**config.mk**
```make
export PLATFORM = sky130hd
export DESIGN_NAME = div_unit_rv32m
export DESIGN_NICKNAME = d
export VERILOG_FILES = /design/src/rtl/div_unit_rv32m.sv
export SDC_FILE = /design/constraint.sdc
export NUM_CORES = 1
export LEC_CHECK = 0
export BUFFER_PORTS_ARGS = -buffer_cell sky130_fd_sc_hd__buf_2
export CORE_MARGIN = 5
export CORE_UTILIZATION = 45
export DETAILED_ROUTE_END_ITERATION = 10
export GPL_TIMING_DRIVEN = 1
export HOLD_SLACK_MARGIN = 0.02
export PLACE_DENSITY = 0.76
export SKIP_CTS_REPAIR_TIMING = 1
export SYNTH_ARGS = -nofsm -noshare
export SYNTH_HDL_FRONTEND = slang
export SYNTH_SLANG_ARGS = --single-unit
```
**constraint.sdc**
```tcl
create_clock -name clk -period 5.39 [get_ports clk]
set_input_delay 0.539 -clock clk [delete_from_list [all_inputs] [get_ports clk]]
set_output_delay 0.539 -clock clk [all_outputs]
set_load 0.03 [all_outputs]
```
**src/rtl/div_unit_rv32m.sv**
```systemverilog
// RV32M iterative divider: div/divu/rem/remu, one quotient bit per cycle.
// Ports: clk, reset (async low), start, funct3, src1/src2_value -> busy, done, result.
module div_unit_rv32m #(
  parameter int DATA_WIDTH = 32,
  parameter int END_IDX    = DATA_WIDTH - 1
) (
  input  logic           clk,
  input  logic           reset,
  input  logic           start,
  input  logic [2:0]     funct3,
  input  logic [END_IDX:0] src1_value,
  input  logic [END_IDX:0] src2_value,
  output logic           busy,
  output logic           done,
  output logic [END_IDX:0] result
);

  localparam int CNT_W = $clog2(DATA_WIDTH + 1);

  localparam logic [1:0] S_IDLE = 2'd0;
  localparam logic [1:0] S_CALC = 2'd1;
  localparam logic [1:0] S_DONE = 2'd2;

  localparam logic [END_IDX:0] MIN_NEG =
    {1'b1, {END_IDX{1'b0}}};

  logic [1:0]       state;
  logic [CNT_W-1:0] cnt;
  logic [END_IDX:0] rem_q;
  logic [END_IDX:0] quot_q;
  logic [END_IDX:0] dvsr_q;
  logic [END_IDX:0] result_q;
  logic             rem_op;
  logic             neg_q;
  logic             neg_r;

  logic             is_uns;
  logic             is_rem;
  logic             a_neg;
  logic             b_neg;
  logic [END_IDX:0] a_mag;
  logic [END_IDX:0] b_mag;
  logic             div_zero;
  logic             ovf;

  logic [DATA_WIDTH:0] rem_sh;
  logic [DATA_WIDTH:0] trial;
  logic [END_IDX:0]    rem_nx;
  logic [END_IDX:0]    quot_nx;
  logic [END_IDX:0]    fin;

  logic unused_funct3;
  assign unused_funct3 = funct3[2];

  assign is_uns   = funct3[0];
  assign is_rem   = funct3[1];
  assign a_neg    = ~is_uns & src1_value[END_IDX];
  assign b_neg    = ~is_uns & src2_value[END_IDX];
  assign a_mag    = a_neg ? -src1_value : src1_value;
  assign b_mag    = b_neg ? -src2_value : src2_value;
  assign div_zero = (src2_value == '0);
  assign ovf      = ~is_uns
                  & (src1_value == MIN_NEG)
                  & (&src2_value);

  // rem < divisor always holds, so the trial fits in
  // DATA_WIDTH+1 bits and its MSB is a clean borrow.
  always_comb begin
    rem_sh  = {rem_q, quot_q[END_IDX]};
    trial   = rem_sh - {1'b0, dvsr_q};
    rem_nx  = trial[DATA_WIDTH] ? rem_sh[END_IDX:0]
                                : trial[END_IDX:0];
    quot_nx = {quot_q[END_IDX-1:0], ~trial[DATA_WIDTH]};
    fin     = quot_nx;
    if (rem_op)
      fin = neg_r ? -rem_nx : rem_nx;
    else
      fin = neg_q ? -quot_nx : quot_nx;
  end

  always_ff @(posedge clk or negedge reset) begin
    if (!reset) begin
      state    <= S_IDLE;
      cnt      <= '0;
      rem_q    <= '0;
      quot_q   <= '0;
      dvsr_q   <= '0;
      result_q <= '0;
      rem_op   <= 1'b0;
      neg_q    <= 1'b0;
      neg_r    <= 1'b0;
    end else begin
      unique case (state)
        S_IDLE: begin
          if (start) begin
            rem_op <= is_rem;
            neg_q  <= a_neg ^ b_neg;
            neg_r  <= a_neg;
            unique case (1'b1)
              div_zero: begin
                result_q <= is_rem ? src1_value : '1;
                state    <= S_DONE;
              end
              ovf: begin
                result_q <= is_rem ? '0 : MIN_NEG;
                state    <= S_DONE;
              end
              default: begin
                cnt    <= CNT_W'(DATA_WIDTH);
                rem_q  <= '0;
                quot_q <= a_mag;
                dvsr_q <= b_mag;
                state  <= S_CALC;
              end
            endcase
          end
        end
        S_CALC: begin
          rem_q  <= rem_nx;
          quot_q <= quot_nx;
          cnt    <= cnt - 1'b1;
          // Last iteration: commit the corrected value now
          if (cnt == CNT_W'(1)) begin
            result_q <= fin;
            state    <= S_DONE;
          end
        end
        S_DONE: state <= S_IDLE;
        default: state <= S_IDLE;
      endcase
    end
  end

  assign busy   = (state == S_CALC);
  assign done   = (state == S_DONE);
  assign result = result_q;

endmodule

```
# Word level (Yosys, flattened, before mapping)
# Index checks and enable logic that the tools add are counted.
# word_totals
regBits	139
wordCells	66
output_inout_bits	34
in_bits	70
# classes
muxes	25
n_reduce_logical	10
addsub	6
n_eq_ne	8
n_bitwise	8
# op_table
operator	n
two-way mux 32 bit	14
case mux 32 bit (2 select lines)	4
negator 32 bit	4
subtractor 33 x 32 -> 33 bit	1
equality test 32 bit, second input constant	1
logical NOT 32 bit	1
AND reduction 32 bit	1
two-way mux 6 bit	2
case mux 6 bit (2 select lines)	1
equality test 6 x 1 -> 1 bit, second input constant	1
two-way mux 2 bit	3
AND reduction 3 bit	2
subtractor 6 x 1 -> 6 bit, second input constant	1
AND 1 bit	4
!= test 2 bit, second input constant	2
case mux 2 bit (2 select lines)	1
AND reduction 2 bit	2
AND reduction 4 bit	1
!= test 3 bit, second input constant	1
inverter 1 bit	3
equality test 2 x 1 -> 1 bit, second input constant	1
equality test 2 bit, second input constant	1
logical NOT 2 bit	1
!= test 2 x 1 -> 1 bit, second input constant	1
3 further kinds	3

# Logic depth before layout (Yosys ltp)
# Gate-level depths: netlist of the first run.
# logic_depth
ltp_word	7
depth_mapped	23
depth_no_buf	21

# Worst setup path after synthesis of the first run
# Ideal clock, no wire load.
# synth_timing
kind	reg-to-reg
start	register quot_q[31]
end	register result_q[28], in the netlist result[28]
setup_slack_ns	0.129
stages_incl_launch_ff	24
setup_time_ns	0.077
synth_period_minus_slack_ns	5.261
n_path_buf	2
required_time_ns	5.313
arrival_ns	5.184
path_cell_list	dfrtp_1 -> inv_1 -> ha_1 -> fa_1 -> nand2b_1 -> a21oi_2 -> o211ai_1 -> a21oi_2 -> o21a_1 -> nor2_1 -> inv_2 -> clkbuf_1 -> clkbuf_1 -> nor2_1 -> a21oi_1 -> ha_1 -> inv_1 -> or4b_1 -> nor4_4 -> o22ai_2 -> or4_4 -> a222oi_1 -> o311ai_1 -> o21ai_1
# synth_between
elab_chain_cells	7
elab_cells_between_ends	10
classes_between	add/sub (3); mux (6); bitwise (1)
# synth_lines
item	line_no	text
start: declaration	30	logic [END_IDX:0] quot_q;
start signal: assignment	111	quot_q <= a_mag;
start signal: assignment	120	quot_q <= quot_nx;
subtractor 33 x 32 -> 33 bit	70	trial = rem_sh - {1'b0, dvsr_q};
two-way mux 32 bit / inverter 1 bit (equally long branches)	71, 73	
negator 32 bit, on equally long branches	76, 78	
two-way mux 32 bit, on equally long branches	76, 78	
two-way mux 32 bit (*)	75	if (rem_op)
two-way mux 32 bit (*)	123	if (cnt == CNT_W'(1)) begin
case mux 32 bit (2 select lines) (*)	93	unique case (state)
end signal: assignment	101	result_q <= is_rem ? src1_value : '1;
end signal: assignment	105	result_q <= is_rem ? '0 : MIN_NEG;
end signal: assignment	124	result_q <= fin;
end: declaration	32	logic [END_IDX:0] result_q;
# Every way passes the cells marked *; elsewhere a longest branch is shown, timed or not. The select of a mux whose other input is x is not followed.
# A chain may end at the register's enable or synchronous reset.

# Worst setup path in the final report of the first run
# Ends and elaborated chain as after synthesis.

==> impl_results.md, run 1 <==
* Final Slew Violations at 0
* Register area share after synthesis at 0.296
* Synthesized area per cell at 7.97 um2
* Vias/cell at 6.34
* Initial antenna violation count at 0
* Cell Area, Synth at 11700 um2
* HP Class: in2async
* Outcome: finished clean
* First-pass GRT wire length at 59100 um
* CP Buf/Inv Count at 3
* Num rows at 59
* Top Metal Used: met4
* Most common cell in the netlist: nand2_1
* DRC viols at 0
* Die span in y at 172 um
* Initial Utilization at 0.453
* CTS sink count at 139
* Critical Path AT at 5380 ps
* Rel. slew slack at 0.235
* Post-Synth XOR/XNOR Area at 0.104
* Fillers at 2459
* Detailed Place HPWL at 28100 um
* Drt first pass iters at 5
* Largest net degree at the start of global routing at 103
* Die width at 172 um
* Io pins at 104
* Cell variety after synth at 85
* Fin nets at 1648
* Worst clock skew at 9.39 ps
* Max-cap violation count at 0
* GPL Wtd Cong at 0.975
* Highest Clock Rate at 199 MHz
* Pleak at 5.48 nW
* Fin. Hold Viols at 0
* Initial DRC count at 1223
* Top cells by area, synth: dfrtp_1 (30%), o21ai_0 (6.5%), xnor2_1 (5.5%)
* Kind of critical path: reg2reg
* Congestion Overflow GR at 0
* Pwr Density at 794 nW/um2
* Core box area at 25900 um2
* Synth Area in Adders at 0.0433
* Crit-path max FO at 6
* Leading area contributor after synthesis: dfrtp_1
* Worst setup margin at 373 ps
* Top-area cell type share of the netlist area at 0.296
* Num CTS Buffers at 17
* Clock slew at reported path FFs at 70 ps
* Syn nets at 1584
* Crit start category: flip-flop
* TNS Setup at 0 ps
* Drt wl/cell at 20.0 um
* Share of layout cells above drive strength 1 at 0.134
* YS warnings at 0
* Crit-path cells: inv_1 -> ha_1 -> fa_2 -> nand2b_1 -> a21oi_4 -> o211ai_1 -> a21oi_2 -> o21a_1 -> nor2_4 -> inv_4 -> nor2_1 -> a21oi_1 -> ha_1 -> inv_1 -> or4b_1 -> nor4_4 -> o22ai_2 -> or4_4 -> a222oi_1 -> o311ai_1 -> o21ai_1
* Final setup vio count at 0
* Post-synth top cells: nand2_1 (158), o21ai_0 (152), nor2_1 (144), dfrtp_1 (139), a21oi_1 (85)
* Post-route cell area at 13200 um2
* Stages on the worst setup path at 21
* Root buffer cell: clkbuf_16
* Latest clock arrival within the worst-skew pair at 440 ps
* RSZ-0062 raised after global routing: no
* Vias in the first global route at 11100
* Main synth FF type: dfrtp_1
* Multiplexer area fraction after synthesis at 0.0297
* Final min period at 5020 ps
* Max stage delay on crit path at 590 ps
* Antenna Nets Post-Route at 0
* CTS HTree Levels at 4
* WL final at 37800 um
* Simple-gate share of the synthesized area at 0.199
* Req. time, crit path at 5760 ps
* GRT Overall Usage at 0.251
* N_diodes at 0
* Critical path's slowest cell: or4b_1
* Synthesis-to-layout area growth at 12.1%
* # port buffers at 102
* Cells after synthesis at 1474
* Placed inst area at 12500 um2
* Clk buf depth at 2
* Largest family of logic cells by synthesized area: compound AO/OA/AOI/OAI gates
* CTS tree: done
* Reg2reg path depth at 21
* Worst-margin pin slew at 1140 ps
* Fin crit share at 0.931
* Seq cells post-synth at 139
* Cell family with most CP delay: compound AO/OA/AOI/OAI gates
* Post-Place Worst Slack at 123 ps
* M1 WL at 16500 um
* Routed wl met3 at 3050 um
* Wire length on met2 at 17300 um
* Max IR drop VDD at 0.480 mV
* DIE AREA at 29400 um2
* Crit end category: flip-flop
* Post-synth ARST share at 1.00
* Post-synth EDFFs at 0
* Compound-Gate Fraction of Synth Area at 0.281
* Via count at 11900
## cells by family (layout without fill, tap and decap cells)
family	count (synthesis)	in the layout
adders and majority gates	40	40
muxes	34	34
xor gates and xnor gates	139	139
and+or+nand+nor	488	488
AOI/OAI and AO/OA	493	493
DFF	139	139
buffers and inverters	141	218
## layer usage
| layer | global-route usage | vias up |
|---|---|---|
| met5 | 0 | - |
| met4 | 0.0703 | 0 |
| met3 | 0.0483 | 86 |
| met2 | 0.397 | 557 |
| met1 | 0.351 | 5760 |
| li1 | - | 5546 |
## final cells by class
class	count	area [um2]	share of cell area
timing repair buffer	127	717	0.0544
clock inverter	14	158	0.0120
multi-input combinational	1194	7740	0.588
clock buffer	18	429	0.0326
inverter	59	224	0.0170
tap	335	419	0.0318
sequential	139	3480	0.264
## flip-flops by register name, indices dropped and copies added, names as in the netlist
signal / count
dvsr_q: 32
rem_op: 1
quot_q: 32
neg_q: 1
neg_r: 1
result: 32
rem_q: 32
cnt: 6
state: 2
## metrics by stage
| stage | total power, W | cells | utilization | hold slack (ps) |
|---|---|---|---|---|
| floorplan | 0.00715 | 1474 | - | 243 |
| global placement | 0.00887 | 1850 | 0.483 | 450 |
| detailed placement | 0.00901 | 1850 | 0.483 | 463 |
| CTS | 0.0103 | 1882 | 0.506 | 276 |
| global route | 0.0112 | 1886 | 0.508 | 331 |
| finish | 0.0105 | 1886 | 0.508 | 224 |
## report_power, final
group          switching [W]  total, W  leakage [nW]  internal, W
combinational        0.00463   0.00721          3.48      0.00258
sequential          0.000510   0.00204          1.71      0.00153
clock               0.000516   0.00121         0.284     0.000692
total                0.00566    0.0105          5.48      0.00480
## worst reg2reg max path, cell delays in order (launching register included)
cell and delay [ps]:
dfrtp_1 360, inv_1 60, ha_1 230, fa_2 380, nand2b_1 210, a21oi_4 240
o211ai_1 200, a21oi_2 260, o21a_1 200, nor2_4 70, inv_4 120, nor2_1 60
a21oi_1 160, ha_1 210, inv_1 90, or4b_1 590, nor4_4 210, o22ai_2 160
or4_4 570, a222oi_1 280, o311ai_1 150, o21ai_1 130
## cells in the final DEF, fill, tap and decap left out, types with 24 or more instances in the layout
master / netlist / routed
a221o_1: 31 / 31
nor2_1: 144 / 143
xor2_1: 65 / 65
nand2_1: 158 / 158
dfrtp_1: 139 / 139
buf_4: 2 / 24
o31ai_1: 30 / 30
ha_1: 39 / 39
buf_2: 19 / 101
mux2i_1: 27 / 27
o21ai_0: 152 / 152
inv_1: 55 / 55
xnor2_1: 74 / 74
a21oi_1: 85 / 83
nor3_1: 32 / 32
## worst paths after layout
check                              start          to  slack [ps]
hold reg to reg               result[10]  result[10]         480
setup reg to reg              quot_q[31]  result[28]         370
setup / recovery              quot_q[31]  result[28]         370
hold / removal                     reset   dvsr_q[8]         220
max in group asynchronous          reset  quot_q[11]        4090
min in group clk           src2_value[0]   dvsr_q[0]         440
(Power assumes the default switching activity.)
==> run 2, diff against run 1 <==
--- a/config.mk
+++ b/config.mk
@@ -5,12 +5,14 @@
 export SDC_FILE = /design/constraint.sdc
 export NUM_CORES = 1
 export LEC_CHECK = 0
+export ABC_AREA = 1
 export BUFFER_PORTS_ARGS = -buffer_cell sky130_fd_sc_hd__buf_2
 export CORE_MARGIN = 5
 export CORE_UTILIZATION = 45
 export DETAILED_ROUTE_END_ITERATION = 10
 export GPL_TIMING_DRIVEN = 1
 export HOLD_SLACK_MARGIN = 0.02
+export MAX_ROUTING_LAYER = met4
 export PLACE_DENSITY = 0.76
 export SKIP_CTS_REPAIR_TIMING = 1
 export SYNTH_ARGS = -nofsm -noshare
==> run 2 against run 1 <==
Net effect:
- cell count is 36% higher
- synthesized cell count grew 43%
- non-clock buffer count down 11
- setup slack better by 220 ps
- critical path depth is 11 higher
- sequential share of layout area down 2.2 points
- critical path type unchanged
- critical endpoint is now result[30]
==> impl_results.md, run 2 <==
* DRC viols at 0
* GPL Wtd Cong at 0.997
* Drt wl/cell at 16.4 um
* Most common cell in the netlist: nand2_1
* CTS HTree Levels at 4
* Leading area contributor after synthesis: dfrtp_1
* Reg2Reg Setup Slack at 590 ps
* Via count at 14000
* CTS sink count at 139
* Most frequent cells in the layout: nand2_1 (656), inv_1 (297), nor2_1 (183), o21ai_0 (140), dfrtp_1 (139)
* YS warnings at 0
* Crit end category: flip-flop
* DIE AREA at 32200 um2
* Top-area cell type share of the netlist area at 0.269
* Vias in the first global route at 13200
* Final Slew Violations at 0
* Final min period at 4800 ps
* Most common cell after layout, fill and taps aside: nand2_1
* Rel. slew slack at 0.373
* Drt first pass iters at 6
* Clock slew at reported path FFs at 70 ps
* WL final at 42000 um
* Reg2reg path depth at 32
* Fillers at 2969
* Most used cell along the critical path: nand2_1
* Register area share after synthesis at 0.269
* Post-synth ARST share at 1.00
* Num CTS Buffers at 17
* Placed inst area at 13700 um2
* Grt peak-use layer: met2
* Max stage delay on crit path at 420 ps
* Core box area at 28500 um2
* Fin crit share at 0.890
* Fin nets at 2279
* M3 GR Usage at 0.0305
* Die span in y at 180 um
* Cells after synthesis at 2104
* Crit start category: flip-flop
* Crit-path max FO at 10
* Worst r2r src: quot_q[31]
* Seq cells post-synth at 139
* Worst R2R End: result[30]
* Outcome: finished clean
* Grt met1 use at 0.359
* Cell family with most CP delay: simple AND/OR/NAND/NOR gates
* Vias/cell at 5.47
* Die width at 180 um
* RSZ-0062 raised after global routing: no
* Req. time, crit path at 5710 ps
* Share of layout cells above drive strength 1 at 0.106
* Antenna Nets Post-Route at 0
* Worst-margin pin slew at 940 ps
* Max-cap violation count at 0
* Latest clock arrival within the worst-skew pair at 430 ps
* Syn nets at 2214
* Largest net degree at the start of global routing at 96
* Final setup vio count at 0
* Post-route cell area at 14400 um2
* Detailed Place HPWL at 32300 um
* Clk buf depth at 2
* TNS Setup at 0 ps
* Critical path's slowest cell: fa_1
* Num rows at 62
* GR Layer Usage met2 at 0.406
* Initial antenna violation count at 0
* N_diodes at 0
* GRT Overall Usage at 0.261
* Worst clock skew at 10.7 ps
* First-pass GRT wire length at 68100 um
* Cell Area, Synth at 12900 um2
* Synthesis-to-layout area growth at 11.1%
* Post-synth EDFFs at 0
* Congestion Overflow GR at 0
* Post-synth top cells: nand2_1 (657), inv_1 (297), nor2_1 (184), o21ai_0 (140), dfrtp_1 (139)
* HP Class: in2async
* Highest Clock Rate at 208 MHz
* Critical Path AT at 5120 ps
* Top cells by area, synth: dfrtp_1 (27%), nand2_1 (19%), inv_1 (8.6%)
* Synthesized area per cell at 6.15 um2
* CP Buf/Inv Count at 3
* # port buffers at 102
* Root buffer cell: clkbuf_16
* Initial DRC count at 1436
* Fin. Hold Viols at 0
* Initial Utilization at 0.453
* Kind of critical path: reg2reg
* Io pins at 104
* Main synth FF type: dfrtp_1
* CTS tree: done
* Cell variety after synth at 49
## run 2: cell types whose count changed in the layout (fill, tap and decap cells not counted), sizes merged, moves of 18 or more
| cell | before | now |
|---|---|---|
| a221o | 31 | 0 |
| inv | 65 | 314 |
| mux2i | 27 | 0 |
| nand2 | 158 | 698 |
| nand3 | 14 | 128 |
| nor2 | 144 | 199 |
| o22ai | 11 | 36 |
| o31ai | 32 | 4 |
| o41ai | 19 | 1 |
| xnor2 | 74 | 28 |
| xor2 | 65 | 44 |
## run 2: final cells by class
type / count / area [um2] / area share
clock inverters: 14 / 231 / 0.0161
flip-flops and latches: 139 / 3480 / 0.242
clock buffers: 18 / 429 / 0.0299
repair buffers: 116 / 634 / 0.0441
inverters: 310 / 1160 / 0.0809
well taps: 384 / 480 / 0.0334
multi-input cells: 1585 / 7960 / 0.554
## run 2: cells by family after synthesis
kind of cell    count (synthesis)  share of synthesized area
compound gates                349                      0.154
xor+xnor                       72                     0.0487
fa+ha+maj                      40                     0.0393
buf+inv                       380                      0.116
flops                         139                      0.269
simple gates                 1124                      0.373
## run 2: worst register-to-register path, delay by kind of cell (launching register included)
family / cells / cell delay [ps]
buffers and inverters: 3 / 270
AO/OA/AOI/OAI: 4 / 530
adder cells (fa/ha/maj): 3 / 850
flip-flops: 1 / 380
AND/OR/NAND/NOR: 22 / 2630
## run 2: through the flow
step	instances	hold slack (ps)	util	setup WS [ps]
2_1_floorplan	2104	243	-	1460
3_3_place_gp	2534	460	0.480	924
3_5_place_dp	2534	461	0.480	824
4_1_cts	2566	261	0.504	726
5_1_grt	2566	285	0.504	176
6_report	2566	220	0.504	593
## run 2: worst max path at each step
stage	from	end	slack (ps)	depth (start not counted)
after floorplan	quot_q[31]	result[30]	1460	33
after global placement	quot_q[31]	result[30]	920	32
after detailed placement	quot_q[31]	result[30]	820	32
after CTS	quot_q[31]	result[30]	730	32
after global routing	quot_q[31]	result[30]	180	32
final	quot_q[31]	result[30]	590	32
## run 2: per-layer routing
| layer | part of all wire | vias up |
|---|---|---|
| met2 | 0.45 | 584 |
| met4 | 0.031 | 0 |
| met1 | 0.46 | 6463 |
| met3 | 0.064 | 85 |
| met5 | 0 | - |
| li1 | - | 6894 |
Power of run 2 is left out: the tool's default activity adds up to more than one toggle a clock period on the data nets, which glitch-free logic cannot reach.
